`config.mk`:
```
export PLATFORM = sky130hd
export DESIGN_NAME = fill_report_tx
export DESIGN_NICKNAME = d
export VERILOG_FILES = /design/src/rtl/fill_report_tx.sv
export SDC_FILE = /design/constraint.sdc
export NUM_CORES = 1
export LEC_CHECK = 0
export CORE_MARGIN = 5
export CORE_UTILIZATION = 50
export CTS_BUF_LIST = sky130_fd_sc_hd__clkbuf_4
export CTS_CLUSTER_SIZE = 16
export DETAILED_ROUTE_END_ITERATION = 10
export PLACE_DENSITY_LB_ADDON = 0.08
export SLEW_MARGIN = 20
export SYNTH_ARGS = -nofsm -noshare
export SYNTH_HDL_FRONTEND = slang
export SYNTH_SLANG_ARGS = --single-unit
```
`constraint.sdc`:
```
create_clock -name clk -period 3.7 [get_ports clk]
set_input_delay 0.37 -clock clk [delete_from_list [all_inputs] [get_ports clk]]
set_output_delay 0.37 -clock clk [all_outputs]
set_load 0.03 [all_outputs]
```
`src/rtl/fill_report_tx.sv`:
```
// Fill report transmitter: queues fill records and serializes each one
// into a 16-byte big-endian execution report on a byte stream.
module fill_report_tx #(
  parameter int PRICE_W = 48,
  parameter int QTY_W   = 32,
  parameter int DEPTH   = 4
) (
  input  logic               clk,
  input  logic               rstn,
  input  logic               tfill_v,
  output logic               tfill_r,
  input  logic               tfill_side,
  input  logic [PRICE_W-1:0] tfill_price,
  input  logic [QTY_W-1:0]   tfill_qty,
  output logic               out_v,
  input  logic               out_r,
  output logic [7:0]         out_data,
  output logic               out_sof,
  output logic               out_eof,
  output logic               busy,
  output logic [31:0]        next_seq
);

  localparam int AW = $clog2(DEPTH);

  typedef struct packed {
    logic               side;
    logic [PRICE_W-1:0] price;
    logic [QTY_W-1:0]   qty;
  } rec_t;

  typedef enum logic {IDLE, SEND} state_t;

  rec_t           mem [DEPTH];
  rec_t           head;
  logic [AW-1:0]  wr_ptr;
  logic [AW-1:0]  rd_ptr;
  logic [AW:0]    count;
  logic           full;
  logic           empty;
  logic           push;
  logic           load;
  logic           hs;
  logic           last_hs;

  state_t         state;
  state_t         state_n;
  logic [127:0]   msg;
  logic [3:0]     idx;
  logic [31:0]    seq_q;

  assign full    = (count == (AW+1)'(DEPTH));
  assign empty   = (count == '0);
  assign tfill_r = !full;
  assign push    = tfill_v && !full;
  assign head    = mem[rd_ptr];
  assign hs      = (state == SEND) && out_r;
  assign last_hs = hs && (idx == 4'd15);
  assign load    = !empty && ((state == IDLE) || last_hs);
  assign busy    = !empty || (state == SEND);
  assign next_seq = seq_q;

  always_ff @(posedge clk) begin
    if (push) mem[wr_ptr] <= '{tfill_side, tfill_price, tfill_qty};
  end

  always_ff @(posedge clk or negedge rstn) begin
    if (!rstn) begin
      wr_ptr <= '0;
      rd_ptr <= '0;
      count  <= '0;
    end else begin
      if (push) wr_ptr <= wr_ptr + 1'b1;
      if (load) rd_ptr <= rd_ptr + 1'b1;
      unique case ({push, load})
        2'b10:   count <= count + 1'b1;
        2'b01:   count <= count - 1'b1;
        default: ;
      endcase
    end
  end

  always_ff @(posedge clk or negedge rstn) begin
    if (!rstn) state <= IDLE;
    else       state <= state_n;
  end

  always_comb begin
    state_n = state;
    unique case (state)
      IDLE:    if (!empty) state_n = SEND;
      SEND:    if (last_hs && empty) state_n = IDLE;
      default: state_n = IDLE;
    endcase
  end

  // Message register shifts left per accepted byte; the top byte is on the wire.
  always_ff @(posedge clk or negedge rstn) begin
    if (!rstn) begin
      msg   <= '0;
      idx   <= '0;
      seq_q <= 32'd1;
    end else if (load) begin
      msg   <= {8'h46, head.side ? 8'h53 : 8'h42, seq_q,
                48'(head.price), 32'(head.qty)};
      idx   <= '0;
      seq_q <= seq_q + 32'd1;
    end else if (hs) begin
      msg   <= {msg[119:0], 8'h00};
      idx   <= idx + 4'd1;
    end
  end

  always_comb begin
    out_v    = 1'b0;
    out_data = 8'h00;
    out_sof  = 1'b0;
    out_eof  = 1'b0;
    if (state == SEND) begin
      out_v    = 1'b1;
      out_data = msg[127:120];
      out_sof  = (idx == 4'd0);
      out_eof  = (idx == 4'd15);
    end
  end

endmodule

```
After elaboration in Yosys (flattened, before gate mapping)
Memory sizes are Yosys's and may differ from the RTL's. Index checks and enable logic that the tools add are counted.

Bitwise gates (word level): 1. $add $sub $neg: 6. Equal/unequal tests: 4. Mux-type cells: 15. Reduce and logical (&&, ||, !) cells: 13.

Operators by type and width (number): $mux W128 (2); $add A32 B1 Y32 const B (1); $mux W4 (2); $mux W8 (1); $mux W1 (7); $pmux W3 S2 (1); $logic_and A1 B1 Y1 (5); $mux W5 (1); $add A2 B1 Y2 const B (2); $add A4 B1 Y4 const B (1); $eq A4 B4 Y1 const B (1); $logic_not A4 Y1 (1); $reduce_bool A2 Y1 (2); $add A3 B1 Y3 const B (1); $eq A3 B3 Y1 const B (1); $logic_not A3 Y1 (1); $sub A3 B1 Y3 const B (1); $eq A2 B1 Y1 const B (1); $eq A2 B2 Y1 const B (1); $logic_not A1 Y1 (2); $logic_or A1 B1 Y1 (2); $pmux W1 S2 (1); $not A1 Y1 (1).

Memories: 1. Register bits after elaboration: 172. Logic and storage cells: 47. Output and inout bits: 45. RAM bits: 324.

Memories: mem (words 4, bits a word 81, rd ports 1, clocked after Yosys merged registers in 0, wr ports 1, RTL line 34) `rec_t mem [DEPTH];`.

Depth between registers and ports, before layout
Word-level depth: 6. Depth in mapped cells: 11. Depth with buffers taken out: 10.

Worst setup path after synthesis
Ideal clock, no wire load.

Path type: flip-flop to flip-flop. From: register count[0]. To: memory mem[0][0] (netlist bit) (enable). Setup time: 0.449 ns. Cell stages (with the launch flop): 4. Path buffers: 0. Arrival: 2.850 ns. Data required time: 3.251 ns. Setup slack: 0.401 ns. Period minus slack after synthesis: 3.299 ns. Cells stage by stage: dfrtp_1 inv_1 nand3_1 and3_1.

Longest elaborated chain between the ends: 5.

Ends and longest elaborated chain: from (decl) (RTL line 38) `logic [AW:0] count;`; from (signal assigned) (RTL line 76) `2'b10: count <= count + 1'b1;`; from (signal assigned) (RTL line 77) `2'b01: count <= count - 1'b1;`; $eq A3 B3 Y1 (RTL line 52) `assign full = (count == (AW+1)'(DEPTH));`; $logic_not A1 Y1; net tfill_r (RTL line 11) `output logic tfill_r,`; $logic_and A1 B1 Y1 (RTL line 55) `assign push = tfill_v && !full;`; $mux W1 (RTL line 64) `if (push) mem[wr_ptr] <= '{tfill_side, tfill_price, tfill_qty};`; $mux W1 (implied by the code) (RTL line 64); to (decl) (RTL line 34).

The timed path passes the listed nets, and every way through them passes these cells.

Final worst setup path
From: register state. To: output out_eof.

Longest elaborated chain between the ends: 1.

Ends and longest elaborated chain: from (decl) (RTL line 46) `state_t state;`; from (signal assigned) (RTL line 85) `else state <= state_n;`; $mux W1 (RTL line 119) `if (state == SEND) begin`; to (decl) (RTL line 19) `output logic out_eof,`.

Every way passes these cells.

==> metrics <==
outcome finished, final reports clean; commonest non-fill, non-tap cell in the layout edfxtp_1; reg-to-reg endpoint count[2]$_DFFE_PN0P_; first-pass GRT wire length 61.9 mm; main area contributors after synthesis edfxtp_1 (51%), dfrtp_1 (22%), mux4_2 (9.6%), nand2_1 (4.5%), a22oi_1 (4.0%); Via density 5.34; GRT Total Usage 0.190; Pwr per Cell Area 713 mW/mm^2; endpoint type of the worst setup path output port; full die area about 0.042 sq mm; clk buf depth 3; Hold WC Path Type in -> async; Resized Gates After CTS 0; CTS Root Cell clkbuf_4; Peak VDD IR about 0.32 mV; Worst-path clk slew around 0.06 ns; share of cells above drive strength 1 0.246; CTS tree yes; Synth cell types between 40 and 50; fin crit share 0.798; CP Class reg -> out; drt pass-1 iters 5; Seq cells post-synth 496; Worst Path Max Fanout 19; largest net degree at the start of global routing 87; final core utilization 0.607; Final GP Congestion approximately 0.79; Nets 1,455; hold violation count in the final report 0; H-tree depth 4; relative slew slack 0.459; dpl hpwl 23.4 mm; Setup violations, final 0; Synth area leader edfxtp_1; worst setup path start state$_DFF_PN0_; setup TNS 0 ns; Core ar. 0.0377 sq mm; Synthesized Nets 1,232; R2R cell count 10; synthesis warning total 0; Max Fclk 339 MHz; die height 205 um; worst r2r src idx[0]$_DFFE_PN0P_; clk sink count around 500; Final Routed Wirelength 38.5 mm; Avg Cell Area, Syn 16.8 sq um; synthesized cell area 0.0191 sq mm; Setup crit start kind register; Remaining Overflow, GRT 0; via count between 10,000 and 15,000; Pwr Total 0.0163 W; Layout area overhead 19.8%; Remaining DRCs 0; met3 WL post-DR 1.89 mm; cts bufs inserted roughly 130; most frequent cells in the layout edfxtp_1 (324), nand2_1 (228), clkbuf_4 (227); Post-synth EDFFs around 320; Worst-Margin Slew 0.811 ns; top cell type's share of synthesized area 0.510; Starting Density 0.506; Routed Antenna Nets 0; Die X a little over 200 um; num rows 71; initial antenna violation count 2; Leak Pwr approximately 8.9 nW; wl on met1 around 17 mm; wire per inst 19.4 um; hold slack 0.148 ns; Post-Synthesis Cells 1,138; Skew-Pair Late Insertion Delay roughly 0.8 ns; IO Count 130; I/O Buffers roughly 130; Top Layer Used met4; Iter 0 DRT Violations 469; Worst EP arrival 2.58 ns; Primary FF master, synth edfxtp_1; Worst Setup EP out_eof; asr flop ratio synth 0.347; number of global-route vias before repair 11,400; Worst Skew 0.0314 ns; max cap viols 0; # fillers between 3,000 and 4,000; met2 wire length between 15 and 20 mm; Final Max Tran Viols 0; unrepaired setup endpoints after global routing false; FF-to-FF setup slack 1.23 ns; Seq/Total Area, Yosys 0.736; Tmin final approximately 3.0 ns; Worst Path Required 3.33 ns
## logic make-up after synthesis
kind of cell    Yosys count  synth area share
fa+ha+maj                 9           0.00630
compound gates          135            0.0556
buf+inv                  72            0.0163
mux                      84            0.0979
simple gates            303            0.0699
flops                   496             0.736
xor+xnor                 39            0.0183
## power breakdown
part           internal, W  switching [W]  total [W]
clock network      0.00288        0.00208    0.00496
registers          0.00729       0.000754    0.00805
logic              0.00159        0.00169    0.00329
total               0.0118        0.00453     0.0163
## cell usage after synthesis (2+ instances only)
library cell and instances:
a22o_1 17, and3_1 6, buf_2 24, inv_1 12, nand3_1 15, xor2_1 18, o22a_1 5, nor3_1 6
o21ai_0 4, a22oi_1 102, dfrtp_1 171, nor2_1 15, a221o_1 4, ha_1 8, mux4_2 81, and4_2 2
clkbuf_1 33, nand4_1 8, xnor2_1 20, nand2_1 228, and2_1 10, edfxtp_1 324
## worst min path at each step
| stage | to | slack [ns] | depth (start not counted) |
|---|---|---|---|
| after floorplan | count[0]$_DFFE_PN0P_ | 0.07 | 0 |
| after global placement | next_seq[10]$_DFFE_PN0N_ | 0.38 | 1 |
| after detailed placement | next_seq[10]$_DFFE_PN0N_ | 0.38 | 1 |
| after CTS | count[2]$_DFFE_PN0P_ | 0.11 | 2 |
| after global routing | count[2]$_DFFE_PN0P_ | 0.13 | 2 |
| final | next_seq[10]$_DFFE_PN0N_ | 0.15 | 2 |
## sequential cells by signal (all words and copies together), names as in the netlist
register,cells
next_seq,32
wr_ptr,2
count,3
rd_ptr,2
state,1
mem,324
idx,4
msg,128
## through the flow
step                area [sq um]  cells  setup slack, ns
CTS                        22900   1980            0.638
finish                     22900   1982            0.747
detailed placement         21000   1737            0.907
global route               22900   1982            0.545
global placement           21000   1737            0.921
floorplan                  19100   1138            0.401
## worst max-delay path, cell delays in order (launching register included)
cell             delay [ns]
dfrtp_1                0.80
and4_2                 0.36
clkdlybuf4s50_1        0.67
## per-layer routing
layer  vias up  track usage
li1       4886            -
met1      5361        0.257
met2       276        0.306
met3        54       0.0482
met4         0       0.0622
met5         -            0
## final cells by class
type	count	area (sq um)	share of cell area
flip-flops and latches	496	14000	0.614
multi-input cells	570	4760	0.208
clock buffers	227	1700	0.0745
repair buffers	148	1550	0.0678
well taps	511	639	0.0280
clock inverters	15	113	0.00493
inverters	13	51.3	0.00224
diodes	2	5.00	0.000219
## repair_timing
action,in CTS,in global routing
endpoints found under the setup margin,0,0
endpoints found under the hold margin,53,0
hold buffers,1,0
buffers inserted,0,0
Note: power is estimated with default switching activity, not from simulation.
